[src/rtl/axil_reg_slave.sv]
// AXI4-Lite register bank: reg 0 = ID, reg 1 = free-running counter, regs 2..N-1 = RW control.
// Optional macro AXIL_REG_SLVERR_EN: SLVERR on illegal writes and out-of-range reads.
module axil_reg_slave #(
  parameter int          C_S_AXI_DATA_WIDTH = 32,
  parameter int          C_S_AXI_ADDR_WIDTH = 7,
  parameter int          C_NUM_REGS         = 16,
  parameter logic [31:0] C_ID_VALUE         = 32'hA5A5_0001
) (
  input  logic                                 S_AXI_ACLK,
  input  logic                                 S_AXI_ARESET,
  input  logic [C_S_AXI_ADDR_WIDTH-1:0]        S_AXI_AWADDR,
  input  logic [2:0]                           S_AXI_AWPROT,
  input  logic                                 S_AXI_AWVALID,
  output logic                                 S_AXI_AWREADY,
  input  logic [C_S_AXI_DATA_WIDTH-1:0]        S_AXI_WDATA,
  input  logic [C_S_AXI_DATA_WIDTH/8-1:0]      S_AXI_WSTRB,
  input  logic                                 S_AXI_WVALID,
  output logic                                 S_AXI_WREADY,
  output logic [1:0]                           S_AXI_BRESP,
  output logic                                 S_AXI_BVALID,
  input  logic                                 S_AXI_BREADY,
  input  logic [C_S_AXI_ADDR_WIDTH-1:0]        S_AXI_ARADDR,
  input  logic [2:0]                           S_AXI_ARPROT,
  input  logic                                 S_AXI_ARVALID,
  output logic                                 S_AXI_ARREADY,
  output logic [C_S_AXI_DATA_WIDTH-1:0]        S_AXI_RDATA,
  output logic [1:0]                           S_AXI_RRESP,
  output logic                                 S_AXI_RVALID,
  input  logic                                 S_AXI_RREADY,
  output logic [C_S_AXI_DATA_WIDTH*C_NUM_REGS-1:0] reg_out,
  output logic [C_NUM_REGS-1:0]                reg_wr_pulse
);
  localparam int DW = C_S_AXI_DATA_WIDTH;
  localparam int IW = C_S_AXI_ADDR_WIDTH - 2;
  localparam int SW = DW / 8;

  logic                         ready_en;
  logic [DW-1:0]                cnt;
  logic                         aw_held, w_held;
  logic [IW-1:0]                aw_idx_q;
  logic [DW-1:0]                w_data_q;
  logic [SW-1:0]                w_strb_q;
  logic                         bvalid, rvalid;
  logic [1:0]                   bresp, rresp;
  logic [DW-1:0]                rdata;
  logic [C_NUM_REGS-1:0][DW-1:0] regs_all;
  logic [C_NUM_REGS-1:0]        wr_hit;
  logic                         wr_ok, rd_in;
  logic [DW-1:0]                rd_val;
  logic [IW-1:0]                ar_idx;
  logic                         aw_hs, w_hs, ar_hs, commit;
  logic                         unused_ok;

  assign unused_ok = ^{S_AXI_AWPROT, S_AXI_ARPROT, S_AXI_AWADDR[1:0], S_AXI_ARADDR[1:0]};

  // Readies stay low through reset and the first cycle after release.
  assign S_AXI_AWREADY = ready_en && !aw_held && !bvalid;
  assign S_AXI_WREADY  = ready_en && !w_held && !bvalid;
  assign S_AXI_ARREADY = ready_en && !rvalid;
  assign S_AXI_BVALID  = bvalid;
  assign S_AXI_BRESP   = bresp;
  assign S_AXI_RVALID  = rvalid;
  assign S_AXI_RRESP   = rresp;
  assign S_AXI_RDATA   = rdata;

  assign aw_hs  = S_AXI_AWVALID && S_AXI_AWREADY;
  assign w_hs   = S_AXI_WVALID && S_AXI_WREADY;
  assign ar_hs  = S_AXI_ARVALID && S_AXI_ARREADY;
  assign commit = aw_held && w_held && !bvalid;
  assign ar_idx = S_AXI_ARADDR[C_S_AXI_ADDR_WIDTH-1:2];
  assign wr_ok  = |wr_hit;

  assign regs_all[0] = DW'(C_ID_VALUE);
  assign regs_all[1] = cnt;
  assign reg_out     = regs_all;

  genvar i;
  generate
    for (i = 0; i < C_NUM_REGS; i++) begin : g_reg
      if (i < 2) begin : g_ro
        assign wr_hit[i]       = 1'b0;
        assign reg_wr_pulse[i] = 1'b0;
      end else begin : g_rw
        localparam logic [IW-1:0] IDX = IW'(i);
        logic [DW-1:0] q;
        logic          pulse_q;
        assign wr_hit[i]       = (aw_idx_q == IDX);
        assign regs_all[i]     = q;
        assign reg_wr_pulse[i] = pulse_q;
        always_ff @(posedge S_AXI_ACLK or posedge S_AXI_ARESET) begin
          if (S_AXI_ARESET) begin
            q       <= '0;
            pulse_q <= 1'b0;
          end else begin
            pulse_q <= commit && wr_hit[i];
            if (commit && wr_hit[i])
              for (int b = 0; b < SW; b++)
                if (w_strb_q[b]) q[8*b +: 8] <= w_data_q[8*b +: 8];
          end
        end
      end
    end
  endgenerate

  always_comb begin
    rd_val = '0;
    rd_in  = 1'b0;
    for (int k = 0; k < C_NUM_REGS; k++)
      if (ar_idx == IW'(k)) begin
        rd_val = regs_all[k];
        rd_in  = 1'b1;
      end
  end

  always_ff @(posedge S_AXI_ACLK or posedge S_AXI_ARESET) begin
    if (S_AXI_ARESET) begin
      ready_en <= 1'b0;
      cnt      <= '0;
      aw_held  <= 1'b0;
      aw_idx_q <= '0;
      w_held   <= 1'b0;
      w_data_q <= '0;
      w_strb_q <= '0;
      bvalid   <= 1'b0;
      bresp    <= 2'b00;
      rvalid   <= 1'b0;
      rresp    <= 2'b00;
      rdata    <= '0;
    end else begin
      ready_en <= 1'b1;
      cnt      <= cnt + 1'b1;
      if (aw_hs) begin
        aw_held  <= 1'b1;
        aw_idx_q <= S_AXI_AWADDR[C_S_AXI_ADDR_WIDTH-1:2];
      end
      if (w_hs) begin
        w_held   <= 1'b1;
        w_data_q <= S_AXI_WDATA;
        w_strb_q <= S_AXI_WSTRB;
      end
      if (commit) begin
        aw_held <= 1'b0;
        w_held  <= 1'b0;
        bvalid  <= 1'b1;
`ifdef AXIL_REG_SLVERR_EN
        bresp   <= wr_ok ? 2'b00 : 2'b10;
`else
        bresp   <= 2'b00;
`endif
      end else if (bvalid && S_AXI_BREADY) begin
        bvalid  <= 1'b0;
      end
      // rd_val sees pre-commit register state, so a same-edge write is not visible.
      if (ar_hs) begin
        rvalid <= 1'b1;
        rdata  <= rd_val;
`ifdef AXIL_REG_SLVERR_EN
        rresp  <= rd_in ? 2'b00 : 2'b10;
`else
        rresp  <= 2'b00;
`endif
      end else if (rvalid && S_AXI_RREADY) begin
        rvalid <= 1'b0;
      end
    end
  end
endmodule
[config.mk]
export PLATFORM = sky130hd
export DESIGN_NAME = axil_reg_slave
export DESIGN_NICKNAME = d
export VERILOG_FILES = /design/src/rtl/axil_reg_slave.sv
export SDC_FILE = /design/constraint.sdc
export NUM_CORES = 1
export LEC_CHECK = 0
export BUFFER_PORTS_ARGS = -buffer_cell sky130_fd_sc_hd__buf_4
export CAP_MARGIN = 20
export CORE_AREA = 4 4 246 248
export DETAILED_ROUTE_END_ITERATION = 10
export DIE_AREA = 0 0 250 252
export GPL_TIMING_DRIVEN = 1
export PLACE_DENSITY = 0.76
export SLEW_MARGIN = 30
export SYNTH_ARGS = -nofsm -noshare
export SYNTH_HDL_FRONTEND = slang
export SYNTH_SLANG_ARGS = --single-unit
[constraint.sdc]
create_clock -name S_AXI_ACLK -period 45.7 [get_ports S_AXI_ACLK]
set_input_delay 13.71 -clock S_AXI_ACLK [delete_from_list [all_inputs] [get_ports S_AXI_ACLK]]
set_output_delay 13.71 -clock S_AXI_ACLK [all_outputs]
set_load 0.05 [all_outputs]
Word-level counts from Yosys, hierarchy flattened
Cells that the tools add are included.

operators by class
  add/subtract/negate cells = 1
  equality and inequality tests = 29
  muxes and demuxes = 24
  reductions and logical operators = 91

operators with widths
  kind                                                                    number
  32-bit 2-to-1 mux                                                       16
  2-bit AND reduction                                                     56
  5-bit by 4-bit equality test with 1-bit output (second input constant)  16
  5-bit by 3-bit equality test with 1-bit output (second input constant)  8
  32-bit by 1-bit adder with 32-bit output (second input constant)        1
  1-bit logical AND                                                       26
  5-bit by 2-bit equality test with 1-bit output (second input constant)  4
  1-bit 2-to-1 mux                                                        8
  2-bit nonzero test                                                      4
  5-bit by 1-bit equality test with 1-bit output (second input constant)  1
  5-bit zero test                                                         1
  1-bit zero test                                                         4

word-level totals
  bits in registers = 572
  output and inout bits = 569
  logic and storage cells = 225

Depth between registers and ports, before layout
  word-level depth = 17
  depth in mapped cells = 10
  gate-level depth less buffers = 6

Worst setup path after synthesis
Ideal clock, no wire load.

  path kind = input to register
  start point = input S_AXI_ARADDR[3]
  end point = register rdata[12] (netlist: S_AXI_RDATA[12])
  setup time = 0.121 ns
  arrival = 15.175 ns
  data required time = 45.579 ns
  slack = 30.404 ns
  stages on the path = 7
  buffers on the path = 3
  path through = buf_2 > buf_6 > buf_4 > nor2_1 > nor3_1 > a2111o_1 > a22o_1

on the way
  cells in the longest elaborated chain, start to end = 16
  elaborated cells on any way between the ends = 30
  classes of those cells = eq/ne (15); mux (15)

ends and longest elaborated chain
  element                                         line  text
  start, declared                                 22    input logic [C_S_AXI_ADDR_WIDTH-1:0] S_AXI_ARADDR,
  5-bit by 1-bit equality test with 1-bit output  109   if (ar_idx == IW'(k)) begin
  32-bit 2-to-1 mux (14 in series)                109
  32-bit 2-to-1 mux *                             109
  end signal, assigned                            156   rdata <= rd_val;
  end, declared                                   45    logic [DW-1:0] rdata;

Every way passes the cells marked *; elsewhere a longest branch is shown, timed or not.
A chain may end at the register's enable or synchronous reset.

Final worst setup path
  start point = input S_AXI_ARADDR[3]
  end point = register rdata[13] (netlist: S_AXI_RDATA[13])

Same word-level chain as after synthesis.

==> summary.md <==
| Metric | Value |
|---|---|
| Cell count after synthesis | `2208` |
| Critical path's most frequent cell | `buf_4` |
| Die Wd | `250 um` |
| Avg WL per Cell | `33.4 um` |
| WL final | `119000 um` |
| CP Launch Point | `S_AXI_ARADDR[3]` |
| R2r setup slk | `42.42 ns` |
| Skew final | `0.0218 ns` |
| Die Y | `252 um` |
| Die ar. | `63000 um2` |
| Hold_buf cts | `0` |
| R2r worst-path depth | `6` |
| Finished Layout Cells | `3559` |
| Wire length on met3 | `13100 um` |
| Netlist cell types | `78` |
| Status | `completed` |
| Via count | `22800` |
| Final nets | `2796` |
| Worst reg2reg path startpoint | `S_AXI_RVALID` |
| Worst Max-Slew Pin Slew | `1.05 ns` |
| Synthesized area per cell | `12.1 um2` |
| Yosys top cell area share | `0.536` |
| Mapped cell area | `26700 um2` |
| Setup TNS | `0 ns` |
| Most frequent cells in the layout | `buf_4 (625), dfrtp_1 (572), mux2_2 (509)` |
| Top_reg_cell synth | `dfrtp_1` |
| Io pins | `632` |
| Register area share after synthesis | `0.536` |
| Hpwl dp | `82000 um` |
| Met2 wire len | `53700 um` |
| CTS tree | `done` |
| R2R Path End | `S_AXI_RDATA[10]` |
| Post-synth EDFFs | `0` |
| GPL Wtd Cong | `0.921` |
| Pin count of the biggest net entering global routing | `107` |
| Peak supply drop | `47.4 uV` |
| Register clock-pin slew on the reported worst setup and hold paths | `0.06 ns` |
| Crit start category | `input port` |
| Post-CTS Resized | `0` |
| CTS H-tree lvls | `2` |
| Top cells by area, synth | `dfrtp_1 (54%), mux2_2 (21%), a21oi_1 (2.3%)` |
| Arr. time, crit path | `17.42 ns` |
| Clock sink count | `572` |
| Required @ worst endpoint | `46.21 ns` |
| Wl on met1 | `43900 um` |
| GRT Total Usage | `0.361` |
| Number of stages on the worst setup path | `9` |
| Crit path max fanout | `42` |
| Crit path buffers/inverters | `3` |
| TritonRoute pass-1 iters | `9` |
| Number of port buffers | `583` |
| Synth warnings | `0` |
| Asr flop ratio synth | `1.00` |
| Total core area | `58500 um2` |
| CP Capture Type | `register` |
| RSZ-0062 raised after global routing | `false` |
| Clock Latency Late Sink | `0.64 ns` |
| Delay of the slowest critical-path stage | `0.79 ns` |
| Number of remaining DRC errors | `0` |
| Worst setup path endpoint | `S_AXI_RDATA[13]` |
| Largest area contributor in the netlist | `dfrtp_1` |
| CTS Buffer Depth | `3` |
| Top layer in use | `met5` |
| Max cap viols | `0` |
| Share of cells above drive strength 1 | `0.470` |
| PD cells | `65.7 nW/um2` |
| Core Rows | `89` |
| Inst Count DP | `3443` |
| Post-CTS setup buffer count | `0` |
| Post-route ant nets | `0` |
| Overall Power | `2.21 mW` |
| WS Path Type | `input port to register` |
| Min-Delay Path Class | `register to register` |
| Commonest non-fill, non-tap cell in the layout | `buf_4` |
| Minimum clock period | `16.91 ns` |
| Final Cycle Share | `0.370` |
| Critical path's slowest cell | `nor3_4` |
| Initial antenna violation count | `6` |
| First-pass GRT wire length | `166000 um` |
| Delay-heaviest family, CP | `buffers and inverters` |
| # setup viols final | `0` |
| GRT overflow | `0` |
| CTS Buf Count | `60` |
| Post-layout instance area | `33700 um2` |
| Pins Over Slew Limit | `0` |
| Fin util | `0.576` |
| Initial DRC count | `2998` |
| #FFs+latches synth | `572` |
| Initial Utilization | `0.457` |
| Placed cell area | `31600 um2` |
| Vias in the first global route | `22700` |
| Pleak | `16.9 nW` |
| Area growth from synthesis to layout | `26.0%` |
| Via density | `6.41` |
| Fin. Hold Viols | `0` |
| Slew headroom | `0.300` |
| Peak Freq | `59.1 MHz` |
| Clock Tree Root | `clkbuf_16` |
| Critical path, cell by cell | `buf_4 > buf_4 > nand2_2 > nor3_4 > buf_4 > nand2_1 > o21ai_0 > a221oi_1 > o41ai_1` |
area by class of cell:
| cell class | count | area [um2] |
|---|---|---|
| Fill cell | 4781 | 24800 |
| Multi-Input combinational cell | 1455 | 11500 |
| Tap cell | 773 | 967 |
| Clock inverter | 18 | 181 |
| Inverter | 11 | 48.8 |
| Timing Repair Buffer | 632 | 4770 |
| Clock buffer | 95 | 1870 |
| Sequential cell | 572 | 14300 |
| Antenna cell | 3 | 7.51 |
logic make-up (layout without fill, tap and decap cells):
logic type | Yosys count | after routing | share of synthesized area
and+or+nand+nor | 400 | 400 | 0.0795
muxes | 525 | 525 | 0.220
other | 2 | 42 | 0.000281
adders and majority gates | 1 | 1 | 0.000468
AOI/OAI and AO/OA | 460 | 460 | 0.112
DFF | 572 | 572 | 0.536
buffers and inverters | 218 | 756 | 0.0418
xor gates and xnor gates | 30 | 30 | 0.00983
worst min-delay path by stage:
stage                         start               to  slack (ns)  cells past startpoint
detailed placement   S_AXI_RDATA[8]   S_AXI_RDATA[8]        0.49                      2
CTS                  S_AXI_RDATA[8]   S_AXI_RDATA[8]        0.50                      2
global placement    S_AXI_RDATA[14]  S_AXI_RDATA[14]        0.49                      2
floorplan               aw_idx_q[4]      aw_idx_q[4]        0.47                      1
finish               S_AXI_RDATA[8]   S_AXI_RDATA[8]        0.50                      2
global route            aw_idx_q[4]      aw_idx_q[4]        0.53                      1
flip-flops by register name (all words and copies together) (netlist names):
register and cells:
w_data_q 32, S_AXI_RDATA 32, w_strb_q 4, w_held 1, aw_held 1, ready_en 1
g.g_rw.q 448, S_AXI_RVALID 1, g.g_rw.pulse_q 14, cnt 32, aw_idx_q 5, S_AXI_BVALID 1
routing by layer:
metal	global-route usage	vias up
met5	0	-
met4	0.197	4
met3	0.111	458
met2	0.562	1684
met1	0.455	11600
li1	-	9078
where the power goes:
part,switching (mW),leakage [nW],internal (mW)
logic,0.600,8.06,0.271
clock network,0.211,1.02,0.297
registers,0.198,7.80,0.636
total,1.01,16.9,1.20
tightest hold or removal path, cell delays in order, from the launching register on:
cell      delay (ns)
dfrtp_1         0.34
nand2_1         0.05
o211ai_1        0.07
through the flow:
step	setup slack, ns	hold slack (ns)
floorplan	15.99	0.473
global placement	28.27	0.485
detailed placement	28.21	0.492
CTS	28.90	0.504
global route	28.71	0.529
finish	28.79	0.504
Yosys cell counts (16+ instances only):
master,n
dfrtp_1,572
mux2_2,509
a21oi_1,124
nor2_1,112
o21ai_0,95
clkbuf_1,89
nand2_1,76
buf_4,61
o22ai_1,60
buf_2,42
nand3_1,41
nand2b_1,28
a22oi_1,24
nor3_1,24
xnor2_1,23
and3_1,20
o211ai_1,17
mux2i_1,16
nand2_2,16
nor2b_1,16
o221ai_1,16
Power figures use the tool's default switching activity.
